===== src/rtl/usb_rx_bit_decoder_pkg.sv =====
`default_nettype none
// ============================================================================
//  Package     : usbSIEConstants
//  Description : Receive control codes, SE0 line code and receive FSM states.
//  Revision    : 1.0 - initial release
// ============================================================================
package usbSIEConstants;

    localparam logic [7:0] RX_DATA_START  = 8'd0;
    localparam logic [7:0] RX_DATA_STREAM = 8'd1;
    localparam logic [7:0] RX_DATA_STOP   = 8'd2;
    localparam logic [7:0] RX_DATA_ERROR  = 8'd3;

    localparam logic [1:0] SE0 = 2'b00;

    typedef enum logic [2:0] {
        ST_IDLE = 3'd0,
        ST_SYNC = 3'd1,
        ST_DATA = 3'd2,
        ST_EOP  = 3'd3,
        ST_ERR  = 3'd4
    } rx_state_e;

    function automatic logic is_terminal(input logic [7:0] ctrl);
        return (ctrl == RX_DATA_STOP) || (ctrl == RX_DATA_ERROR);
    endfunction

endpackage
`default_nettype wire


===== src/rtl/usb_rx_bit_decoder_out_reg.sv =====
`default_nettype none
// ============================================================================
//  Module      : usb_rx_out_reg
//  Description : Single-entry valid/ready record holder with sticky overflow.
//  Revision    : 1.0 - initial release
// ============================================================================
module usb_rx_out_reg
    import usbSIEConstants::*;
(
    input  logic       clk,
    input  logic       rst,
    input  logic       load_i,
    input  logic [7:0] data_i,
    input  logic [7:0] ctrl_i,
    input  logic       rdy_i,
    input  logic       clrOvf_i,
    output logic [7:0] data_o,
    output logic [7:0] ctrl_o,
    output logic       wen_o,
    output logic       ovf_o
);

    logic [7:0] data_q, data_d;
    logic [7:0] ctrl_q, ctrl_d;
    logic       wen_q, wen_d;
    logic       ovf_q, ovf_d;
    logic       w_accept;
    logic       w_canLoad;

    assign w_accept  = wen_q & rdy_i;
    assign w_canLoad = ~wen_q | w_accept;

    always_comb begin
        data_d = data_q;
        ctrl_d = ctrl_q;
        wen_d  = wen_q;
        ovf_d  = ovf_q;
        if (clrOvf_i) begin
            ovf_d = 1'b0;
        end
        if (w_accept) begin
            wen_d = 1'b0;
        end
        if (load_i) begin
            // Terminating records replace a stalled one so the packet end is never lost.
            if (w_canLoad || is_terminal(ctrl_i)) begin
                data_d = data_i;
                ctrl_d = ctrl_i;
                wen_d  = 1'b1;
            end
            if (!w_canLoad) begin
                ovf_d = 1'b1;
            end
        end
    end

    always_ff @(posedge clk) begin
        if (!rst) begin
            data_q <= 8'd0;
            ctrl_q <= 8'd0;
            wen_q  <= 1'b0;
            ovf_q  <= 1'b0;
        end else begin
            data_q <= data_d;
            ctrl_q <= ctrl_d;
            wen_q  <= wen_d;
            ovf_q  <= ovf_d;
        end
    end

    assign data_o = data_q;
    assign ctrl_o = ctrl_q;
    assign wen_o  = wen_q;
    assign ovf_o  = ovf_q;

endmodule
`default_nettype wire


===== src/rtl/usb_rx_bit_decoder.sv =====
`default_nettype none
// ============================================================================
//  Module      : usb_rx_bit_decoder
//  Description : USB receive SYNC detect, NRZI decode, unstuff, byte assembly.
//  Revision    : 1.0 - initial release
// ============================================================================
module usb_rx_bit_decoder
    import usbSIEConstants::*;
#(
    parameter int unsigned SYNC_MIN_ZEROS = 3
) (
    input  logic       clk,
    input  logic       rst,
    input  logic [1:0] JBit,
    input  logic [1:0] KBit,
    input  logic [1:0] RxWireData,
    input  logic       RxWireWEn,
    output logic [7:0] RxByte,
    output logic [7:0] RxCtrl,
    output logic       RxByteWEn,
    input  logic       RxByteRdy,
    output logic       RxStuffErr,
    output logic       RxAlignErr,
    output logic       RxOverflow,
    output logic       RxActive
);

    rx_state_e  state_q, state_d;
    logic [1:0] prevLine_q, prevLine_d;
    logic [2:0] zeroCnt_q, zeroCnt_d;
    logic [2:0] oneCnt_q, oneCnt_d;
    logic [2:0] bitCnt_q, bitCnt_d;
    logic [7:0] shift_q, shift_d;
    logic       firstByte_q, firstByte_d;
    logic       stuffErr_q, stuffErr_d;
    logic       alignErr_q, alignErr_d;
    logic       errSe0_q, errSe0_d;

    logic       w_se0;
    logic       w_isJ;
    logic       w_isK;
    logic       w_bit;
    logic       w_syncStart;
    logic [7:0] w_byte;
    logic       recLoad;
    logic [7:0] recData;
    logic [7:0] recCtrl;

    assign w_se0       = (RxWireData == SE0);
    assign w_isJ       = (RxWireData == JBit);
    assign w_isK       = (RxWireData == KBit);
    assign w_bit       = (RxWireData == prevLine_q);
    assign w_syncStart = RxWireWEn && (state_q == ST_IDLE) && w_isK;

    always_comb begin
        state_d     = state_q;
        prevLine_d  = prevLine_q;
        zeroCnt_d   = zeroCnt_q;
        oneCnt_d    = oneCnt_q;
        bitCnt_d    = bitCnt_q;
        shift_d     = shift_q;
        firstByte_d = firstByte_q;
        stuffErr_d  = stuffErr_q;
        alignErr_d  = alignErr_q;
        errSe0_d    = errSe0_q;
        recLoad     = 1'b0;
        recData     = 8'd0;
        recCtrl     = RX_DATA_STREAM;
        w_byte      = shift_q;
        w_byte[bitCnt_q] = w_bit;

        if (RxWireWEn) begin
            if (!w_se0) begin
                prevLine_d = RxWireData;
            end
            case (state_q)
                ST_IDLE: begin
                    if (w_isK) begin
                        state_d    = ST_SYNC;
                        zeroCnt_d  = 3'd1;
                        stuffErr_d = 1'b0;
                        alignErr_d = 1'b0;
                    end
                end
                ST_SYNC: begin
                    if (w_se0) begin
                        state_d = ST_IDLE;
                    end else if (!w_bit) begin
                        zeroCnt_d = (zeroCnt_q == 3'd7) ? 3'd7 : zeroCnt_q + 3'd1;
                    end else if ({29'd0, zeroCnt_q} >= SYNC_MIN_ZEROS) begin
                        // The closing SYNC '1' counts toward the first stuffing run.
                        state_d     = ST_DATA;
                        bitCnt_d    = 3'd0;
                        oneCnt_d    = 3'd1;
                        firstByte_d = 1'b1;
                    end else begin
                        state_d = ST_IDLE;
                    end
                end
                ST_DATA: begin
                    if (w_se0) begin
                        state_d = ST_EOP;
                        if (bitCnt_q != 3'd0) begin
                            alignErr_d = 1'b1;
                        end
                    end else if (oneCnt_q == 3'd6) begin
                        if (!w_bit) begin
                            oneCnt_d = 3'd0;
                        end else begin
                            stuffErr_d = 1'b1;
                            state_d    = ST_ERR;
                            errSe0_d   = 1'b0;
                            recLoad    = 1'b1;
                            recCtrl    = RX_DATA_ERROR;
                        end
                    end else begin
                        shift_d  = w_byte;
                        oneCnt_d = w_bit ? oneCnt_q + 3'd1 : 3'd0;
                        bitCnt_d = bitCnt_q + 3'd1;
                        if (bitCnt_q == 3'd7) begin
                            recLoad     = 1'b1;
                            recData     = w_byte;
                            recCtrl     = firstByte_q ? RX_DATA_START : RX_DATA_STREAM;
                            firstByte_d = 1'b0;
                        end
                    end
                end
                ST_EOP: begin
                    if (w_se0) begin
                        state_d = ST_EOP;
                    end else if (w_isJ) begin
                        state_d = ST_IDLE;
                        recLoad = 1'b1;
                        recCtrl = alignErr_q ? RX_DATA_ERROR : RX_DATA_STOP;
                    end else begin
                        state_d  = ST_ERR;
                        errSe0_d = 1'b0;
                        recLoad  = 1'b1;
                        recCtrl  = RX_DATA_ERROR;
                    end
                end
                ST_ERR: begin
                    if (w_se0) begin
                        errSe0_d = 1'b1;
                    end else begin
                        if (errSe0_q && w_isJ) begin
                            state_d = ST_IDLE;
                        end
                        errSe0_d = 1'b0;
                    end
                end
                default: begin
                    state_d = ST_IDLE;
                end
            endcase
        end
    end

    always_ff @(posedge clk) begin
        if (!rst) begin
            state_q     <= ST_IDLE;
            prevLine_q  <= JBit;
            zeroCnt_q   <= 3'd0;
            oneCnt_q    <= 3'd0;
            bitCnt_q    <= 3'd0;
            shift_q     <= 8'd0;
            firstByte_q <= 1'b0;
            stuffErr_q  <= 1'b0;
            alignErr_q  <= 1'b0;
            errSe0_q    <= 1'b0;
        end else begin
            state_q     <= state_d;
            prevLine_q  <= prevLine_d;
            zeroCnt_q   <= zeroCnt_d;
            oneCnt_q    <= oneCnt_d;
            bitCnt_q    <= bitCnt_d;
            shift_q     <= shift_d;
            firstByte_q <= firstByte_d;
            stuffErr_q  <= stuffErr_d;
            alignErr_q  <= alignErr_d;
            errSe0_q    <= errSe0_d;
        end
    end

    usb_rx_out_reg u_out_reg (
        .clk      (clk),
        .rst      (rst),
        .load_i   (recLoad),
        .data_i   (recData),
        .ctrl_i   (recCtrl),
        .rdy_i    (RxByteRdy),
        .clrOvf_i (w_syncStart),
        .data_o   (RxByte),
        .ctrl_o   (RxCtrl),
        .wen_o    (RxByteWEn),
        .ovf_o    (RxOverflow)
    );

    assign RxStuffErr = stuffErr_q;
    assign RxAlignErr = alignErr_q;
    assign RxActive   = (state_q == ST_DATA) || (state_q == ST_EOP);

endmodule
`default_nettype wire


===== config.mk =====
export PLATFORM = sky130hd
export DESIGN_NAME = usb_rx_bit_decoder
export DESIGN_NICKNAME = d
export VERILOG_FILES = /design/src/rtl/usb_rx_bit_decoder_pkg.sv /design/src/rtl/usb_rx_bit_decoder_out_reg.sv /design/src/rtl/usb_rx_bit_decoder.sv
export SDC_FILE = /design/constraint.sdc
export NUM_CORES = 1
export LEC_CHECK = 0
export BUFFER_PORTS_ARGS = -buffer_cell sky130_fd_sc_hd__buf_2
export CORE_UTILIZATION = 52
export CTS_CLUSTER_SIZE = 10
export DETAILED_ROUTE_END_ITERATION = 16
export PLACE_DENSITY = 0.84
export SLEW_MARGIN = 20
export SYNTH_ARGS = -nofsm -noshare
export SYNTH_HDL_FRONTEND = slang
export SYNTH_SLANG_ARGS = --single-unit

===== constraint.sdc =====
create_clock -name clk -period 1.9 [get_ports clk]
set_input_delay 0.095 -clock clk [delete_from_list [all_inputs] [get_ports clk]]
set_output_delay 0.095 -clock clk [all_outputs]
set_load 0.01 [all_outputs]

==> impl_metrics.tcl, run 1 <==
set metrics [dict create \
    run_status "complete, no violations" \
    core_area_mm2 0.00444 \
    grt_overflow 0 \
    later_pin_clock_latency_in_the_skew_report_ns 0.30 \
    rows 24 \
    synth_area_mm2 0.00247 \
    worstReg2RegStart "prevLine_q[1]" \
    power_frac_seq_pct 37.7 \
    grt_antenna_before_repair 0 \
    clkSinkCount 38 \
    ctsRootBufferMaster "sky130_fd_sc_hd__clkbuf_8" \
    setup_violations 0 \
    cts-buffers-inserted 5 \
    drc_errors 0 \
    synth-seq-area-share_pct 31.7 \
    final_layout_size_suffix_gt1_share_pct 24.4 \
    setup_slack_ns 0.0258 \
    layout.cells.most_common "sky130_fd_sc_hd__nand2_1" \
    per_cell_via_count_in_the_routed_design 6.08 \
    track_usage_pct 26.4 \
    detail_route.wirelength_um 6490 \
    detail_route.iter0.violations 162 \
    whs_path_depth 3 \
    worstHoldPathType "in2reg" \
    number_of_primary_i_o_pins 31 \
    routabilityCongestion 0.904 \
    grt_max_degree 34 \
    antenna-diode-count 0 \
    dr_vias 2409 \
    cts-htree-levels 2 \
    layout_min_cycle_time_ns 1.87 \
    initial_utilization_pct 55.5 \
    route.detailed.wl_per_inst_um 16.4 \
    crit_path_cell_trace "xor2_1 > nor2_1 > o221ai_1 > o211ai_1 > o21ai_0" \
    cts_hold_buffers 0 \
    first_global_vias 2193 \
    worst-endpoint-required_ns 2.06 \
    synth.avg_cell_area_um2 7.85 \
    layout_common_cells "sky130_fd_sc_hd__nand2_1, sky130_fd_sc_hd__dfxtp_1, sky130_fd_sc_hd__buf_2, sky130_fd_sc_hd__buf_4" \
    power.leakage_nw 1.17 \
    num-nets-final 359 \
    rsz0062_at_grt "true" \
    cts_tree "done" \
    numPortBuffers 24 \
    design_power_total_w 0.00233 \
    clkTransAtPathRegs_ns 0.08 \
    holdWs_ns 0.165 \
    ant_nets 0 \
    synth_top_area_share_pct 29.2 \
    cp_max_fo 5 \
    clock_power_share_pct 33.6 \
    dieArea_mm2 0.00502 \
    reg2reg_depth 5 \
    rr_endpoint "firstByte_q" \
    hold-path-endpoint "u_out_reg.wen_o" \
    internal-power_w 0.00158 \
    die_y_um 70.9 \
    die_x_um 70.9 \
    synth_top_area_cell "sky130_fd_sc_hd__dfxtp_1" \
    ir_drop_mv 0.671 \
    comb_power_share_pct 28.7 \
    critical_path.max_stage_delay_ns 0.50 \
    post_synth_num_cell_types 57 \
    fin_crit_sh_pct 98.6 \
    number_of_flops_mapped_to_enable_cells_by_yosys 2 \
    hold_path_origin "RxByteRdy" \
    fmaxAchievable_ghz 0.534 \
    top_cells_by_area_in_the_synthesized_netlist "sky130_fd_sc_hd__dfxtp_1, sky130_fd_sc_hd__mux2i_1, sky130_fd_sc_hd__nand2_1" \
    worstSetupEndpointType "flop" \
    synth.yosys.warnings 0 \
    first_pass_iters 5 \
    max_slew.worst_pin.slew_ns 0.570 \
    finalHoldViolCount 0 \
    syn_inst 314 \
    ys.flop_type "sky130_fd_sc_hd__dfxtp_1" \
    path_class "reg2reg" \
    relSlewSlack_pct 62.0 \
    critPathLaunchType "flop" \
    worst-r2r-setup-slack_ns 0.03 \
    synth-async-reset-ratio_pct 0 \
    critical-path-slowest-cell "sky130_fd_sc_hd__edfxtp_1" \
    power.density_cell_area_mw_per_mm2 798 \
    timing_max_transition_violations_final 0 \
    maxCapViolCount 0 \
    fin_worst_skew_ns 0.00733 \
    switching_share_pct 32.1 \
    data_arrival_critical_path_ns 2.04 \
    area_delta_synth_final_pct 18.5 \
    dp_worst_setup_slack_ns 0.0322 \
    cts_buffer_depth 2 \
    synth.ff_latch_count 38 \
    place.detailed.hpwl_um 4430 \
    netSwitchingPower_w 0.000750 \
    grt_first_pass_wirelength_um 10400 \
]
[synthesized netlist by cell type (5+ instances only)]
| cell | n |
|---|---|
| sky130_fd_sc_hd__dfxtp_1 | 36 |
| sky130_fd_sc_hd__a31oi_1 | 5 |
| sky130_fd_sc_hd__o31ai_1 | 8 |
| sky130_fd_sc_hd__o211ai_1 | 5 |
| sky130_fd_sc_hd__a21boi_0 | 7 |
| sky130_fd_sc_hd__nand3_1 | 21 |
| sky130_fd_sc_hd__clkbuf_1 | 13 |
| sky130_fd_sc_hd__nor2_1 | 16 |
| sky130_fd_sc_hd__nand2_1 | 34 |
| sky130_fd_sc_hd__inv_1 | 17 |
| sky130_fd_sc_hd__ha_1 | 6 |
| sky130_fd_sc_hd__o21ai_0 | 20 |
| sky130_fd_sc_hd__buf_2 | 6 |
| sky130_fd_sc_hd__nand2b_1 | 5 |
| sky130_fd_sc_hd__buf_4 | 6 |
| sky130_fd_sc_hd__nor3_1 | 9 |
| sky130_fd_sc_hd__a21oi_1 | 8 |
| sky130_fd_sc_hd__mux2i_1 | 15 |
| sky130_fd_sc_hd__xor2_1 | 5 |
| sky130_fd_sc_hd__nor2b_1 | 8 |
[per-stage QoR]
step	cells	util, %	setup TNS, ns	cell area (um^2)
6_report	396	65.8	0	2920
5_1_grt	396	65.8	-0.0818	2920
4_1_cts	396	63.7	0	2830
3_5_place_dp	388	60.8	0	2700
3_3_place_gp	388	60.8	0	2700
2_1_floorplan	319	-	-0.0373	2510
[worst max path at each step]
stage,start,endpoint,slack [ns],cells after the start
2_1_floorplan,state_q[2],shift_q[3],-0.01,7
3_3_place_gp,oneCnt_q[0],shift_q[2],0.07,7
3_5_place_dp,oneCnt_q[0],shift_q[2],0.03,7
4_1_cts,oneCnt_q[0],shift_q[2],0.009,7
5_1_grt,prevLine_q[1],firstByte_q,-0.06,5
6_report,prevLine_q[1],firstByte_q,0.03,5
[power by group through the flow]
| stage | Combinational (W) | Sequential [W] | Clock [W] |
|---|---|---|---|
| floorplan | 0.000430 | 0.000890 | 0 |
| global placement | 0.000601 | 0.000889 | 0 |
| detailed placement | 0.000614 | 0.000893 | 0 |
| CTS | 0.000616 | 0.000875 | 0.000798 |
| global route | 0.000732 | 0.000884 | 0.000824 |
| finish | 0.000669 | 0.000880 | 0.000784 |
[critical path: cells and delay by family (launching register included)]
kind / cells / cell delay [ns]
flops: 1 / 0.50
compound gates: 3 / 0.67
xor+xnor: 1 / 0.25
simple gates: 1 / 0.32
[routing by layer]
metal / vias up / track usage (%) / wire [um]
met1: 1118 / 36.0 / 2760
met5: - / 0 / 0
met2: 112 / 42.4 / 3100
met3: 12 / 5.84 / 521
li1: 1167 / - / -
met4: 0 / 6.89 / 110
[registers in the layout, summed over array words and instances, names as in the netlist]
signal / flops
oneCnt_q: 3
RxAlignErr: 1
bitCnt_q: 3
state_q: 3
firstByte_q: 1
errSe0_q: 1
RxStuffErr: 1
shift_q: 8
u_out_reg.ctrl_o: 2
u_out_reg.data_o: 8
zeroCnt_q: 3
u_out_reg.wen_o: 1
prevLine_q: 2
u_out_reg.ovf_o: 1
[cells by family (layout without fill, tap and decap cells)]
group | after synthesis | count (layout) | synth area share (%)
multiplexers | 15 | 15 | 6.09
buffers and inverters | 45 | 70 | 8.68
AO/OA/AOI/OAI | 82 | 82 | 22.6
adder cells (fa/ha/maj) | 6 | 6 | 3.04
other | 1 | 6 | 0.152
flip-flops | 38 | 38 | 31.7
AND/OR/NAND/NOR | 119 | 119 | 25.0
XOR/XNOR | 8 | 8 | 2.84
[what timing repair did]
item / in CTS / in global routing
resized for setup: 0 / 22
buffers inserted: 0 / 0
setup endpoints to repair: 0 / 16
[cell type report]
cell class	count	area (um^2)
multi-input combinational	236	1590
sequential	38	786
clock buffer	6	93.8
fill	360	1520
tap	52	65.1
inverter	17	63.8
clock inverter	2	38.8
timing repair buffer	45	290
(Power assumes the default switching activity.)
==> run 2: changes to the inputs <==
--- a/config.mk
+++ b/config.mk
@@ -5,6 +5,7 @@
 export SDC_FILE = /design/constraint.sdc
 export NUM_CORES = 1
 export LEC_CHECK = 0
+export ABC_AREA = 1
 export BUFFER_PORTS_ARGS = -buffer_cell sky130_fd_sc_hd__buf_2
 export CORE_UTILIZATION = 52
 export CTS_CLUSTER_SIZE = 10
==> run 2 against run 1 <==
Effect of this change: synthesized cell count increased by 16%; core utilization down 6.3 points; first-iteration DRC count fell by 2.5%; critical path type unchanged; largest cell class unchanged; highest routed layer unchanged.
==> impl_metrics.tcl, run 2 <==
set metrics [dict create \
    initial_utilization_pct 54.2 \
    grt_max_degree 22 \
    power.leakage_nw 1.28 \
    setup_violations 0 \
    regArea_um2 781 \
    finish.utilization_pct 59.5 \
    final.fill_count 395 \
    synth.yosys.warnings 0 \
    route.detailed.wl_per_inst_um 11.4 \
    fmaxAchievable_ghz 0.567 \
    cts.repair.resized 0 \
    worst-endpoint-required_ns 2.14 \
    cts_hold_buffers 0 \
    synth-seq-area-share_pct 33.1 \
    final_layout_size_suffix_gt1_share_pct 14.2 \
    dr_vias 2280 \
    number_of_flops_mapped_to_enable_cells_by_yosys 2 \
    maxCapViolCount 0 \
    die_x_um 69.3 \
    cts-buffers-inserted 5 \
    worst-r2r-setup-slack_ns 0.14 \
    grt_overflow 0 \
    place.detailed.hpwl_um 3760 \
    critical_path.max_stage_delay_ns 0.36 \
    post_synth_num_cell_types 34 \
    multi_input_area_mm2 0.00134 \
    post_synthesis_xor_xnor_area_fraction_pct 1.49 \
    rr_endpoint "u_out_reg.data_o[3]" \
    rsz0062_at_grt "false" \
    top_cells_by_area_in_the_synthesized_netlist "sky130_fd_sc_hd__dfxtp_1, sky130_fd_sc_hd__nand2_1, sky130_fd_sc_hd__nor2_1" \
    synthesized_area_fraction_occupied_by_ao_oa_aoi_and_oai_cells_pct 9.87 \
    worstSetupEndpointType "flop" \
    crit_path_cell_trace "inv_1 > ha_1 > nand2_1 > nand2_2 > nor3_4 > buf_4 > nand2_4 > clkinv_2 > nand2_1 > and2_1 > nor2_2" \
    syn_inst 364 \
    critPathLaunchType "flop" \
    yosys.cell_count.top_type "sky130_fd_sc_hd__nand2_1" \
    layout_min_cycle_time_ns 1.76 \
    grt_first_pass_wirelength_um 8530 \
    clkSinkCount 38 \
    placed_cells_incl_taps 431 \
    core_area_mm2 0.00435 \
    critical-path-slowest-cell "sky130_fd_sc_hd__dfxtp_1" \
    ir_drop_mv 0.508 \
    detail_route.wirelength_um 5020 \
    critical_path_buffer_and_inverter_count 3 \
    synth_area_mm2 0.00236 \
    drc_errors 0 \
    routabilityCongestion 0.946 \
    whs_path_depth 4 \
    clkTransAtPathRegs_ns 0.08 \
    run_status "complete, no violations" \
    dpl_cell_area_mm2 0.00245 \
    detail_route.iter0.violations 158 \
    cts_tree "done" \
    later_pin_clock_latency_in_the_skew_report_ns 0.30 \
    post-cts-setup-buffer-count 0 \
    ys.flop_type "sky130_fd_sc_hd__dfxtp_1" \
    synth_top_area_cell "sky130_fd_sc_hd__dfxtp_1" \
    ant_nets 0 \
    combinational_family_with_the_most_area_after_synthesis "simple AND/OR/NAND/NOR gates" \
    numPortBuffers 24 \
    per_cell_via_count_in_the_routed_design 5.19 \
    top_cells_by_instance_count_after_synthesis "sky130_fd_sc_hd__nand2_1, sky130_fd_sc_hd__nor2_1, sky130_fd_sc_hd__dfxtp_1" \
    die_y_um 69.3 \
    fin_worst_skew_ns 0.00626 \
    worstReg2RegStart "oneCnt_q[0]" \
    yosys.area_share.simple_pct 41.2 \
    stdcell_count 439 \
    number_of_primary_i_o_pins 31 \
    grt_antenna_before_repair 0 \
    num-nets-final 402 \
    synthAdderAreaFrac_pct 3.18 \
    synth_top_area_share_pct 30.6 \
    area_delta_synth_final_pct 9.87 \
    fin_crit_sh_pct 92.8 \
    layout.cell_area.non_filler_mm2 0.00259 \
    path_class "reg2reg" \
    hold-path-endpoint "u_out_reg.ovf_o" \
    ctsRootBufferMaster "sky130_fd_sc_hd__clkbuf_8" \
    cts_buffer_depth 2 \
    synth.mux.area_fraction_pct 0 \
    reg2reg_depth 11 \
    dieArea_mm2 0.00481 \
    fin_setup_tns_ns 0 \
    worstHoldPathType "in2reg" \
    track_usage_pct 21.9 \
    synth.avg_cell_area_um2 6.48 \
    rows 24 \
    first_pass_iters 5 \
    hold_path_origin "RxByteRdy" \
    cts-htree-levels 2 \
    layout_common_cells "sky130_fd_sc_hd__nand2_1, sky130_fd_sc_hd__nor2_1, sky130_fd_sc_hd__dfxtp_1, sky130_fd_sc_hd__inv_1, sky130_fd_sc_hd__nand3_1" \
    design_power_total_w 0.00308 \
    power.density_cell_area_mw_per_mm2 1190 \
    finalHoldViolCount 0 \
    crit_path_top_cell_by_count "sky130_fd_sc_hd__nand2_1" \
    cp_max_fo 10 \
    synth-async-reset-ratio_pct 0 \
    synth.ff_latch_count 38 \
    critical_path.top_delay_family "simple AND/OR/NAND/NOR gates" \
    data_arrival_critical_path_ns 2.00 \
    layout.cells.most_common "sky130_fd_sc_hd__nand2_1" \
    antenna-diode-count 0 \
    first_global_vias 1974 \
    timing_max_transition_violations_final 0 \
]
[run 2: per-stage QoR]
stage | hold WS, ns | worst slack, ns
after floorplan | 0.237 | 0.325
after global placement | 0.389 | 0.270
after detailed placement | 0.414 | 0.156
after CTS | 0.0983 | 0.141
after global routing | 0.125 | 0.00111
final | 0.108 | 0.137
[run 2: power breakdown]
| group | leakage (nW) | switching (W) | internal (W) |
|---|---|---|---|
| registers | 0.312 | 0.000107 | 0.000940 |
| clock network | 0.0696 | 0.000304 | 0.000507 |
| logic | 0.897 | 0.000820 | 0.000400 |
| total | 1.28 | 0.00123 | 0.00185 |
[run 2: how the worst max path moves through the flow]
| stage | startpoint | endpoint | slack (ns) | cells past startpoint |
|---|---|---|---|---|
| after floorplan | oneCnt_q[0] | u_out_reg.data_o[2] | 0.33 | 11 |
| after global placement | oneCnt_q[0] | u_out_reg.data_o[3] | 0.27 | 11 |
| after detailed placement | oneCnt_q[0] | u_out_reg.data_o[3] | 0.16 | 11 |
| after CTS | oneCnt_q[0] | u_out_reg.data_o[3] | 0.14 | 11 |
| after global routing | oneCnt_q[0] | u_out_reg.data_o[7] | 0.001 | 12 |
| final | oneCnt_q[0] | u_out_reg.data_o[3] | 0.14 | 11 |
[run 2: worst min-delay path, delay by kind of cell]
family / cells / cell delay (ns)
AND/OR/NAND/NOR: 2 / 0.13
buffers and inverters: 1 / 0.08
AO/OA/AOI/OAI: 1 / 0.05
[run 2: metal layers]
metal  routed length [um]  GRT usage, %
met3                  308          4.65
met4                   85          7.94
met1                 2370          28.4
met2                 2260          35.7
met5                    0             0
[run 2: final cells by class]
class | count | area share, %
repair buffers | 27 | 5.50
multi-input cells | 281 | 51.6
clock inverters | 1 | 1.16
clock buffers | 7 | 4.15
inverters | 33 | 4.93
flip-flops and latches | 38 | 30.1
well taps | 52 | 2.51
[run 2: logic make-up (layout without fill, tap and decap cells)]
| family | count (synthesis) | count (layout) |
|---|---|---|
| AND/OR/NAND/NOR | 219 | 219 |
| buffers and inverters | 50 | 68 |
| AO/OA/AOI/OAI | 46 | 46 |
| flip-flops | 38 | 38 |
| adder cells (fa/ha/maj) | 6 | 6 |
| XOR/XNOR | 4 | 4 |
| other | 1 | 6 |
